`config.mk`:
```
export PLATFORM = sky130hd
export DESIGN_NAME = cis_line_capture
export DESIGN_NICKNAME = d
export VERILOG_FILES = /design/src/rtl/cis_pkg.sv /design/src/rtl/cis_capture_fifo.sv /design/src/rtl/cis_line_capture.sv
export SDC_FILE = /design/constraint.sdc
export NUM_CORES = 1
export LEC_CHECK = 0
export BUFFER_PORTS_ARGS = -buffer_cell sky130_fd_sc_hd__buf_4
export CORE_MARGIN = 3
export CORE_UTILIZATION = 35
export CTS_CLUSTER_DIAMETER = 120
export DETAILED_ROUTE_END_ITERATION = 8
export PLACE_DENSITY_LB_ADDON = 0.05
export SLEW_MARGIN = 25
export SYNTH_ARGS = -nofsm -noshare
export SYNTH_HDL_FRONTEND = slang
export SYNTH_SLANG_ARGS = --single-unit
```
`constraint.sdc`:
```
create_clock -name CLK -period 2.9 [get_ports CLK]
set_input_delay 0.58 -clock CLK [delete_from_list [all_inputs] [get_ports CLK]]
set_output_delay 0.58 -clock CLK [all_outputs]
set_load 0.02 [all_outputs]
```
`src/rtl/cis_pkg.sv`:
```
// Shared definitions for the CIS line-capture stage: color codes, default line
// length, capture FSM states and the tag half of the FIFO word {sol, eol, color, data}.
package cis_pkg;

    localparam logic [1:0] CIS_R = 2'd0;
    localparam logic [1:0] CIS_G = 2'd1;
    localparam logic [1:0] CIS_B = 2'd2;

    localparam int CIS_PIX_CNT = 2592;
    localparam int CIS_TAG_W   = 4;

    typedef enum logic [1:0] {
        ST_IDLE,
        ST_SKIP,
        ST_CAPT
    } cis_state_t;

    // Upper bits of every FIFO word; the sample itself sits below in DATA_W bits.
    typedef struct packed {
        logic       sol;
        logic       eol;
        logic [1:0] color;
    } cis_tag_t;

endpackage

```
`src/rtl/cis_capture_fifo.sv`:
```
// First-word-fall-through synchronous FIFO between the capture FSM and the
// downstream packer; a write while full is simply not stored.
module cis_capture_fifo #(
    parameter int W  = 20,
    parameter int AW = 6
) (
    input  logic         clk,
    input  logic         rst,
    input  logic         wr_en,
    input  logic [W-1:0] wr_data,
    output logic         full,
    input  logic         rd_en,
    output logic [W-1:0] rd_data,
    output logic         empty
);

    logic [W-1:0] mem [2**AW];
    logic [AW:0]  wr_ptr;
    logic [AW:0]  rd_ptr;

    // Extra pointer bit distinguishes full from empty when the indices match.
    assign empty   = (wr_ptr == rd_ptr);
    assign full    = (wr_ptr[AW-1:0] == rd_ptr[AW-1:0]) && (wr_ptr[AW] != rd_ptr[AW]);
    assign rd_data = mem[rd_ptr[AW-1:0]];

    always_ff @(posedge clk) begin
        if (rst) begin
            wr_ptr <= '0;
            rd_ptr <= '0;
        end else begin
            if (wr_en && !full) begin
                wr_ptr <= wr_ptr + (AW+1)'(1);
            end
            if (rd_en && !empty) begin
                rd_ptr <= rd_ptr + (AW+1)'(1);
            end
        end
    end

    always_ff @(posedge clk) begin
        if (wr_en && !full) begin
            mem[wr_ptr[AW-1:0]] <= wr_data;
        end
    end

endmodule

```
`src/rtl/cis_line_capture.sv`:
```
// Frames real CIS sensor lines into a tagged pixel stream behind a FWFT FIFO.
// Define CIS_CAPTURE_TEST_PATTERN_EN to replace ADC data by {color, pixel index}.
module cis_line_capture
    import cis_pkg::*;
#(
    parameter int DATA_W   = 16,
    parameter int PIX_CNT  = CIS_PIX_CNT,
    parameter int SKIP_CNT = 12,
    parameter int FIFO_AW  = 6
) (
    input  logic              CLK,
    input  logic              RST,
    input  logic              SI,
    input  logic              SI_TOGGLE,
    input  logic [1:0]        SI_CNT,
    input  logic [DATA_W-1:0] ADC_DATA,
    input  logic              ADC_VALID,
    output logic [DATA_W-1:0] M_DATA,
    output logic [1:0]        M_COLOR,
    output logic              M_SOL,
    output logic              M_EOL,
    output logic              M_VALID,
    input  logic              M_READY,
    output logic [15:0]       LINE_NUM,
    output logic              OVERFLOW,
    output logic [7:0]        SHORT_LINES
);

    localparam int PCW_MIN = (PIX_CNT > 1) ? $clog2(PIX_CNT) : 1;
    localparam int PCW     = (PCW_MIN > DATA_W - 2) ? PCW_MIN : DATA_W - 2;
    localparam int SCW     = (SKIP_CNT > 1) ? $clog2(SKIP_CNT) : 1;
    localparam int WW      = DATA_W + CIS_TAG_W;

    logic              si_r;
    logic              si_d;
    logic              tog_r;
    logic [1:0]        cnt_r;
    logic              tog_last;
    logic [1:0]        color;
    logic              real_start;
    cis_state_t        state;
    cis_state_t        state_nxt;
    logic [PCW-1:0]    pix_cnt;
    logic [SCW-1:0]    skip_cnt;
    logic              cap_write;
    logic              is_eol;
    logic              line_done;
    logic              abort;
    logic [DATA_W-1:0] cap_data;
    cis_tag_t          cap_tag;
    logic              wr_en_q;
    logic [WW-1:0]     wr_word_q;
    logic              fifo_full;
    logic              fifo_empty;
    logic [WW-1:0]     fifo_word;
    logic [WW-1:0]     out_word;
    cis_tag_t          out_tag;
    logic [15:0]       line_num;
    logic [7:0]        short_lines;
    logic              overflow;

    // SI and its companions are registered together so the toggle and color
    // seen at the detected rise are the ones that accompanied the pulse.
    always_ff @(posedge CLK) begin
        if (RST) begin
            si_r  <= 1'b0;
            si_d  <= 1'b0;
            tog_r <= 1'b0;
            cnt_r <= CIS_R;
        end else begin
            si_r  <= SI;
            si_d  <= si_r;
            tog_r <= SI_TOGGLE;
            cnt_r <= SI_CNT;
        end
    end

    assign real_start = si_r && !si_d && (tog_r != tog_last);
    assign is_eol     = (pix_cnt == PCW'(PIX_CNT - 1));

    always_comb begin
        state_nxt = state;
        cap_write = 1'b0;
        line_done = 1'b0;
        abort     = 1'b0;
        case (state)
            ST_IDLE: ;
            ST_SKIP: begin
                if (ADC_VALID && (skip_cnt == SCW'(SKIP_CNT - 1))) begin
                    state_nxt = ST_CAPT;
                end
            end
            ST_CAPT: begin
                if (ADC_VALID) begin
                    cap_write = 1'b1;
                    if (is_eol) begin
                        line_done = 1'b1;
                        state_nxt = ST_IDLE;
                    end
                end
            end
            default: state_nxt = ST_IDLE;
        endcase
        // A new start wins over everything; a line finishing this cycle is not short.
        if (real_start) begin
            abort     = (state != ST_IDLE) && !line_done;
            state_nxt = (SKIP_CNT == 0) ? ST_CAPT : ST_SKIP;
        end
    end

    always_ff @(posedge CLK) begin
        if (RST) begin
            state       <= ST_IDLE;
            tog_last    <= 1'b0;
            color       <= CIS_R;
            pix_cnt     <= '0;
            skip_cnt    <= '0;
            line_num    <= '0;
            short_lines <= '0;
        end else begin
            state <= state_nxt;
            if (real_start) begin
                tog_last <= tog_r;
                color    <= cnt_r;
                pix_cnt  <= '0;
                skip_cnt <= '0;
            end else begin
                if ((state == ST_SKIP) && ADC_VALID) begin
                    skip_cnt <= skip_cnt + SCW'(1);
                end
                if (cap_write) begin
                    pix_cnt <= pix_cnt + PCW'(1);
                end
            end
            if (line_done) begin
                line_num <= line_num + 16'd1;
            end
            if (abort && (short_lines != 8'hFF)) begin
                short_lines <= short_lines + 8'd1;
            end
        end
    end

`ifdef CIS_CAPTURE_TEST_PATTERN_EN
    assign cap_data = {color, pix_cnt[DATA_W-3:0]};
`else
    assign cap_data = ADC_DATA;
`endif

    assign cap_tag = '{sol: (pix_cnt == '0), eol: is_eol, color: color};

    // One register stage before the FIFO; a full FIFO here drops the word.
    always_ff @(posedge CLK) begin
        if (RST) begin
            wr_en_q   <= 1'b0;
            wr_word_q <= '0;
            overflow  <= 1'b0;
        end else begin
            wr_en_q <= cap_write;
            if (cap_write) begin
                wr_word_q <= {cap_tag, cap_data};
            end
            if (wr_en_q && fifo_full) begin
                overflow <= 1'b1;
            end
        end
    end

    cis_capture_fifo #(
        .W  (WW),
        .AW (FIFO_AW)
    ) u_fifo (
        .clk     (CLK),
        .rst     (RST),
        .wr_en   (wr_en_q),
        .wr_data (wr_word_q),
        .full    (fifo_full),
        .rd_en   (M_READY),
        .rd_data (fifo_word),
        .empty   (fifo_empty)
    );

    assign out_word    = fifo_empty ? '0 : fifo_word;
    assign out_tag     = cis_tag_t'(out_word[WW-1:DATA_W]);
    assign M_DATA      = out_word[DATA_W-1:0];
    assign M_COLOR     = out_tag.color;
    assign M_SOL       = out_tag.sol;
    assign M_EOL       = out_tag.eol;
    assign M_VALID     = !fifo_empty;
    assign LINE_NUM    = line_num;
    assign OVERFLOW    = overflow;
    assign SHORT_LINES = short_lines;

endmodule

```
**After elaboration in Yosys (flattened, before gate mapping)**

Memory sizes are Yosys's and may differ from the RTL's. A register that Yosys moved wholly into a read port is not among the register bits.
Cells that the tools add are included.

- Register bits: 88
- Memory bits (writable): 1280
- Input port bits: 24
- Output and inout bits: 46
- Memories kept: 1

- Add/subtract/negate cells: 6
- Equality and inequality tests: 16
- Muxes and demuxes: 16
- Bitwise logic cells: 1
- Reduce and logical (&&, ||, !) cells: 20

Memory list:

| name | words | bits a word | read ports | clocked after Yosys merged registers in | write ports | line | text |
|---|---|---|---|---|---|---|---|
| u_fifo.mem | 64 | 20 | 1 | 1 | 1 | cis_capture_fifo.sv:17 | `logic [W-1:0] mem [2**AW];` |

Operators by type and width:

| operator | count |
|---|---|
| $mux 20 | 1 |
| $add 16x1->16 const B | 1 |
| $add 14x1->14 const B | 1 |
| $add 7x1->7 const B | 2 |
| $eq 14x12->1 const B | 1 |
| $logic_not 14->1 | 1 |
| $mux 6 | 2 |
| $logic_and 1x1->1 | 10 |
| $mux 1 | 9 |
| $ne 3x3->1 const B | 3 |
| $add 8x1->8 const B | 1 |
| $ne 2x2->1 const B | 4 |
| $ne 8x8->1 const B | 1 |
| $reduce_and 4->1 | 2 |
| $eq 7x7->1 | 1 |
| $eq 6x6->1 | 1 |
| $mux 2 | 3 |
| $pmux 2 s3 | 1 |
| $add 4x1->4 const B | 1 |
| $eq 4x4->1 const B | 1 |
| $logic_not 1->1 | 4 |
| $eq 2x1->1 const B | 1 |
| $eq 2x2->1 const B | 1 |
| $logic_not 2->1 | 1 |
| 4 further kinds | 5 |

**Depth between registers and ports, before layout**

Gate-level depths: netlist of the first run.

- Word-level depth: 8
- Depth in mapped cells: 10
- Mapped depth without buffers: 7

**Modules after synthesis**

Synthesis of the first run repeated with hierarchy kept, for this count alone.

- Cells, all modules: 2655
- Area total of the unflattened synthesis: 53224.8 um^2

By module, submodules not included:

| module | times used | cells each | area an instance (um^2) |
|---|---|---|---|
| cis_capture_fifo | 1 | 2276 | 50054.3 |
| cis_line_capture | 1 | 379 | 3170.5 |

**Worst setup path before layout of the first run**

OpenSTA, ideal clock, no wires.

- Path type: flip-flop to flip-flop
- Start: reg u_fifo.wr_ptr[0]
- End: mem u_fifo.mem[57][0], enable pin
- Arrival time: 2.497 ns
- Slack: 0.006 ns
- Cell stages (with the launch flop): 8
- Period minus slack after synthesis: 2.894 ns
- Path through: dfxtp_1 > buf_2 > xor2_1 > nor4_4 > a21boi_1 > nor2b_1 > nand3b_1 > nor2_1

- Cells in the longest elaborated chain, start to end: 6

Ends and longest elaborated chain:

| element | line | text |
|---|---|---|
| start, declared | cis_capture_fifo.sv:18 | `logic [AW:0] wr_ptr;` |
| start signal, assigned | cis_capture_fifo.sv:32 | `wr_ptr <= wr_ptr + (AW+1)'(1);` |
| $eq 6x6->1 | cis_capture_fifo.sv:23 | `assign full = (wr_ptr[AW-1:0] == rd_ptr[AW-1:0]) && (wr_ptr[AW] != rd_ptr[AW]);` |
| $logic_and 1x1->1 | cis_capture_fifo.sv:23 |  |
| $logic_not 1->1 | cis_capture_fifo.sv:41 | `if (wr_en && !full) begin` |
| $logic_and 1x1->1 | cis_capture_fifo.sv:41 |  |
| $mux 1 | cis_capture_fifo.sv:41 |  |
| $mux 1 (not written as such) | cis_capture_fifo.sv:42 | `mem[wr_ptr[AW-1:0]] <= wr_data;` |
| end, declared | cis_capture_fifo.sv:17 |  |

Parallel ways exist; a longest one is shown, timed or not.

==> results summary, run 1 <==
The total I/O pin count came out at 70. The number of enable-type register cells in the synthesized netlist came out at 1280. The routed length per placed instance came out at 29.62 um.

The count of nets left with antenna violations once routing finished came out at 0. The critical path is of the reg2out type. The average vias per placed instance came out at 5.206. The data arrival time of the critical path came out at 3370 ps. Setup slack on the critical path of the routed design comes to -1053 ps. From synthesis to final layout, the design area changed by 21.71%. The detailed-route via count is 25897. The post-place instance area came out at 0.05824 mm^2.

The total detailed-routing wirelength came out at 147300 um. The maximum number of pins on one net before global-route repair came out at 66. The actual slew at the worst max-slew pin came out at 1020 ps.

The relative slew slack is 32.03%. The final hold violation count is 0. The synthesized area per cell came out at 21.91 um^2. The share of the clock period used by the worst path after layout came out at 136.3%.

The cell area after technology mapping is 0.05285 mm^2. The synthesized netlist contains 54 unique library cells. The number of max-capacitance violations reported came out at 0. The die is 394.6 um wide. For this design the static power due to leakage is 16.51 nW.

The congestion estimate from routability-driven global placement came to 0.7490. The initialized floorplan defines 141 standard-cell rows. At the end of the flow, the number of nets in the layout was 2879.

The hold slack came out at 66.20 ps. The iteration-0 DRC count of the detailed router came out at 2148. The count of buffers added on input and output ports is 69. Among all flip-flop cells after synthesis, the most frequent one is sky130_fd_sc_hd__edfxtp_1. The final number of max-transition violations is 0.

The run finished, with violations left. The cell sitting at the root of the clock tree is a sky130_fd_sc_hd__clkbuf_16. Leaving out fill and tap cells, the most frequent cells in the layout are sky130_fd_sc_hd__edfxtp_1 (1280), sky130_fd_sc_hd__mux4_2 (380), sky130_fd_sc_hd__buf_4 (293), sky130_fd_sc_hd__clkbuf_16 (155), sky130_fd_sc_hd__nor2_1 (80). Across the routed clock network, the largest skew measured is 23.42 ps.

Along the worst path, the maximum fanout reaches 7. In this run the standard cell core region covers 0.1489 mm^2. The final standard cell area without fillers is 0.06433 mm^2. The die covers 0.1557 mm^2. The required time of the critical path came out at 2320 ps. The half-perimeter wire length of the detailed placement result came out at 87770 um. The number of register bits inferred by synthesis came out at 1374.

The checks that failed: negative setup slack. The clock transition at the register clock pins on the worst setup and hold paths after CTS came out at 60 ps. The number of design rule violations left after detail routing came out at 0. The total global routing overflow is 0. For this configuration, the core starts out at a cell density of 35.50%. The worst setup path is launched from a register. The commonest non-fill, non-tap cell in the layout is sky130_fd_sc_hd__edfxtp_1. The fmax is 253.0 MHz. The path category of the worst min-delay check is in2reg. The endpoint class of the critical path is an output pin. The sink count of the clock tree is 1374. Before antenna repair, the detailed router went through 5 iterations.

The initial antenna violation count came out at 4. The number of global-route vias before repair came out at 27371. The maximum level of the CTS H-tree came out at 4. The synthesized instance count is 2412. The final-report setup violation count is 20. The number of synthesis warnings is 0. The peak ir drop on the vdd network is 0.4649 mV. The number of clock buffers added by TritonCTS is 153. Summed over all failing endpoints, the final setup total negative slack is -19410 ps. Global routing used 18.95% of the available tracks across all layers. The TritonCTS clock tree is yes. The first-pass GRT wire length is 208100 um. The clock network latency to the later pin of the worst-skew pair is 770 ps. The die span in y came out at 394.6 um.

Dividing total power by cell area gives a power density of 618.3 mW/mm^2. The post-synth net total is 2443. Setup repair after global routing could not meet its margin everywhere. After layout, the minimum clock period comes to 3953 ps. The share of the Yosys chip area taken by registers is 76.28%. The post-route netlist has 39.25% of its cells at a drive strength greater than 1. The worst-case clock buffer depth came out at 3. Of all flip-flops after synthesis, the portion carrying an async set or reset was 0%.
## worst max-delay path, stage by stage (launching register included)
cell                      delay, ps
sky130_fd_sc_hd__dfxtp_4        440
sky130_fd_sc_hd__buf_12         180
sky130_fd_sc_hd__buf_12         140
sky130_fd_sc_hd__mux4_2         550
sky130_fd_sc_hd__mux4_2         640
sky130_fd_sc_hd__mux2i_1        220
sky130_fd_sc_hd__buf_4          170
sky130_fd_sc_hd__o32ai_2         90
sky130_fd_sc_hd__buf_4          180
## power breakdown
| group | switching (mW) | internal (mW) | leakage, nW | total (mW) |
|---|---|---|---|---|
| logic | 0.0395 | 0.0331 | 4.58 | 0.0727 |
| clock network | 7.83 | 10.5 | 2.35 | 18.4 |
| registers | 0.00297 | 21.3 | 9.59 | 21.3 |
| total | 7.88 | 31.9 | 16.5 | 39.8 |
## stage by stage
| step | total power, mW | utilization (%) | std cells | worst slack (ps) |
|---|---|---|---|---|
| after floorplan | 21.78 | - | 2412 | 6.478 |
| after global placement | 21.82 | 39.09 | 4634 | -734.9 |
| after CTS | 40.39 | 42.92 | 4952 | -1135 |
| final | 39.78 | 43.21 | 4974 | -1053 |
| after global routing | 41.16 | 43.20 | 4973 | -1161 |
| after detailed placement | 21.82 | 39.11 | 4634 | -767.8 |
## repair_timing
action                                  CTS  global route
cloned                                    7             0
hold endpoints to repair                  5             0
setup buffers                            31            22
gates resized for setup                  58            45
endpoints found under the setup margin   21           262
pin swaps                                 5             7
hold buffers                              5             0
## sequential cells by signal (all words and copies together), names as in the netlist, 4 cells and up, named ones only
name	cells
skip_cnt	4
pix_cnt	14
u_fifo.wr_ptr	7
wr_word_q	20
LINE_NUM	16
u_fifo.rd_ptr	7
u_fifo.mem	1280
SHORT_LINES	8
## kinds of logic (layout without fill, tap and decap cells)
group                      count (synthesis)  count (layout)  synth area share, %
AOI/OAI and AO/OA                         87              87                1.056
xor gates and xnor gates                  50              50               0.8285
adders and majority gates                  7               7               0.1657
buffers and inverters                    135             694                1.333
DFF                                     1374            1374                76.28
muxes                                    444             444                17.49
other                                      0               1                    0
and+or+nand+nor                          315             315                2.841
## area by class of cell
| cell class | count | area [um^2] |
|---|---|---|
| Inverter | 7 | 26.28 |
| Tap cell | 2002 | 2505 |
| Timing Repair Buffer | 409 | 4334 |
| Antenna cell | 1 | 2.502 |
| Clock buffer | 179 | 3969 |
| Multi-Input combinational cell | 903 | 12340 |
| Clock inverter | 99 | 777.0 |
| Sequential cell | 1374 | 40380 |
| Fill cell | 12961 | 84570 |
## Yosys cell counts, types with 19 or more instances
library cell               count  area [um^2]
sky130_fd_sc_hd__edfxtp_1   1280        38440
sky130_fd_sc_hd__mux4_2      380         8558
sky130_fd_sc_hd__nor2_1      146        548.0
sky130_fd_sc_hd__dfxtp_1      94         1882
sky130_fd_sc_hd__nand2_1      73        274.0
sky130_fd_sc_hd__buf_2        49        245.2
sky130_fd_sc_hd__clkbuf_1     48        180.2
sky130_fd_sc_hd__mux2_2       38        427.9
sky130_fd_sc_hd__a21oi_1      34        170.2
sky130_fd_sc_hd__xor2_1       30        262.8
sky130_fd_sc_hd__mux2i_1      26        260.3
sky130_fd_sc_hd__nand3_1      21        105.1
sky130_fd_sc_hd__xnor2_1      20        175.2
sky130_fd_sc_hd__o22ai_1      19        118.9
sky130_fd_sc_hd__o32ai_1      19        166.4
## routing by layer
layer,share of wire [%],vias up,track usage [%],wire (um)
met3,4.9,162,3.644,7200
met5,0,-,0,0
met1,45,14184,26.96,66340
met4,1.7,0,4.263,2567
li1,-,10957,-,-
met2,48,594,30.35,71220
## worst paths after layout
path                          from           endpoint  slack [ps]  depth (start not counted)
setup / recovery          register         M_DATA[13]       -1050                          8
hold / removal           SI_TOGGLE              tog_r          70                          2
setup reg to reg  u_fifo.rd_ptr[5]  u_fifo.mem[24][6]         150                          8
hold reg to reg      wr_word_q[13]      wr_word_q[13]         450                          2
Power figures use the tool's default switching activity.
==> inputs of run 2 (changes only) <==
Settings changed: CORE_UTILIZATION 35 to 56.
==> results summary, run 2 (synthesized netlist as in run 1, its figures left out) <==
The run finished, with violations left. The checks that failed: negative setup slack. The number of global-route vias before repair is 26380. The routed length per placed instance is 31.48 um. The half-perimeter wire length of the detailed placement result came out at 79930 um. The number of instances on the worst hold path came out at 2. The fraction of layout cells with a size suffix above 1 came out at 38.22%. STA puts the critical path data required time at 2320 ps. STA classifies the critical path endpoint as an output pin. After routing the design area is 0.06256 mm^2. Once detail routing completed, the nets flagged for antenna violations numbered 0. The total area inside the core boundary comes to 0.09347 mm^2. Setup violations remaining at the end of the flow were counted as 20. The detailed-routing iteration count for the pre-antenna-repair pass is 5. The floorplan step defined a die boundary enclosing 0.09811 mm^2.

The worst setup slack before clock tree synthesis came out at -341.5 ps. The area growth from synthesis to layout is 18.36%. The delay of the slowest critical-path stage is 530 ps. The iteration-0 DRC count of the detailed router is 3075.

Cell internal power was estimated by the tool at 31.14 mW. The relative slew slack is 36.36%. After the flow finishes, the layout carries non-filler instances totaling 4149.

The initial utilization of the core area, before any placement, comes to 56.55%. The cell chosen for the clock root is sky130_fd_sc_hd__clkbuf_16. The top cell types in the final layout, fill and taps aside, are sky130_fd_sc_hd__edfxtp_1 (1280), sky130_fd_sc_hd__mux4_2 (380), sky130_fd_sc_hd__buf_4 (257), sky130_fd_sc_hd__clkbuf_16 (148), sky130_fd_sc_hd__nor2_1 (77). The sum of negative setup slack is -18600 ps. The number of buffer and inverter instances along the worst setup path is 4.

Fill cells in the final layout number 5996. The peak ir drop on the vdd network came out at 0.4946 mV. The maximum level of the CTS H-tree came out at 4.

The multi-input combinational cell area is 0.01227 mm^2. The post-place instance area is 0.05733 mm^2. The average vias per placed instance came out at 6.281. The routed layout has 26061 vias.

The clock transition at the register clock pins on the worst setup and hold paths after CTS is 60 ps. The final weighted congestion in routability-driven placement came out at 0.8291. The leakage power summed over all cells is 16.01 nW.

TritonCTS built the clock tree. The number of buffers inserted during clock tree synthesis came out at 138. The share of power burned in combinational logic is 0.2%. The total area of sequential cells is 0.04037 mm^2. Derived from the worst setup path, the maximum achievable clock frequency is 258.1 MHz. The cell with the largest stage delay on the worst path is sky130_fd_sc_hd__mux4_2. After floorplanning, the core was divided into 112 placement rows. After layout, the worst path uses 133.6% of the clock period.

Measured along the x axis, the die boundary spans 313.2 um. The clock network latency to the later pin of the worst-skew pair came out at 730 ps. The clock passes through at most 3 buffers.

Counting tap cells, the placed design contains a total of 3868 instances. The final number of max-transition violations was 0. In this run the power density over the cells is 613.1 mW/mm^2. The number of nets in the layout is 2818. The critical path depth in cells came out at 8. The number of design rule violations left after detail routing is 0. The gate family responsible for the most delay along the worst path is multiplexers. Once routing completed, OpenROAD measured the worst setup slack at -973.9 ps. STA puts the critical path data arrival time at 3290 ps. The cell that appears most often on the critical path is sky130_fd_sc_hd__buf_12. The all-layer global routing usage came out at 27.14%. The largest fanout on the critical path is 9. CTS saw 1374 sinks. The die span in y is 313.2 um. The total net switching power came out at 7.207 mW.

The total global routing overflow came out at 0. The first-pass GRT wire length came out at 187300 um. Per report_power, the sequential group accounts for 55.6% of the total. The post-route clock skew is 22.35 ps. The worst setup path is of the reg2out kind. For the pin with the worst max-slew slack, the measured transition is 954.6 ps. The final period demand of the worst path came out at 3874 ps. In this run switching power makes up 18.79% of total power. The hold slack is 77.20 ps.

The initial antenna violation count came out at 6. The final hold violation count came out at 0. The path category of the worst min-delay check is in2reg. The tool flagged a number of max-cap violations equal to 0. The proportion of power drawn by the clock network is 44.2%. In this run the count of I/O pins placed on the die edge is 70. The library cell used most frequently in the layout, excluding fill and tap cells, is sky130_fd_sc_hd__edfxtp_1. The number of flip-flops in the largest register is 1280. The path depth of the worst reg2reg path came out at 8.

The maximum number of pins on one net before global-route repair is 66. Setup repair after global routing could not meet its margin everywhere. The count of buffers added on input and output ports is 69.

The post-cts hold buffer count came out at 0. The signal on the critical path passes through buf_12 > buf_12 > buf_12 > mux4_2 > mux4_2 > nor3b_4 > a211o_4 > buf_6. The worst setup path is launched from a register. For this block, the routed nets add up to 130600 um of wire.
-- run 2: what timing repair did --
action	CTS	global route
gates cloned	8	4
setup buffers	13	15
setup endpoints to repair	21	63
gates resized for setup	56	27
pin swaps	3	7
-- run 2: per-stage QoR --
step | power, mW | utilization (%)
3_3_place_gp | 21.81 | 61.33
4_1_cts | 38.63 | 66.61
6_report | 38.35 | 66.93
2_1_floorplan | 21.78 | -
5_1_grt | 39.43 | 66.93
3_5_place_dp | 21.81 | 61.34
-- run 2: worst paths after layout --
kind,from,to,slack [ps]
setup / recovery,register,M_EOL,-970
hold / removal,SI_CNT[1],cnt_r[1],80
setup reg to reg,u_fifo.wr_ptr[2],u_fifo.mem[22][9],220
hold reg to reg,color[0],wr_word_q[16],460
-- run 2: final cells by class --
cell class / instances / share of cell area, %
Antenna cell: 1 / 0.004000
Clock buffer: 177 / 6.022
Clock inverter: 70 / 0.8760
Inverter: 7 / 0.04200
Multi-Input combinational cell: 903 / 19.62
Sequential cell: 1374 / 64.54
Tap cell: 1254 / 2.508
Timing Repair Buffer: 363 / 6.394
-- run 2: metal layers --
metal  vias to the layer above  GRT usage (%)  routed length (um)
met5                         -              0                  30
met4                         4          7.849                3325
met3                       175          7.524               11750
met2                      1123          42.55               63100
met1                     13937          38.05               52430
li1                      10822              -                   -
-- run 2: power groups by stage --
stage	Combinational (mW)	Sequential [mW]	Clock, mW
2_1_floorplan	0.0275	21.8	0
3_3_place_gp	0.0592	21.8	0
3_5_place_dp	0.0611	21.7	0
4_1_cts	0.0615	21.3	17.2
5_1_grt	0.0661	21.3	18.1
6_report	0.0615	21.3	17.0
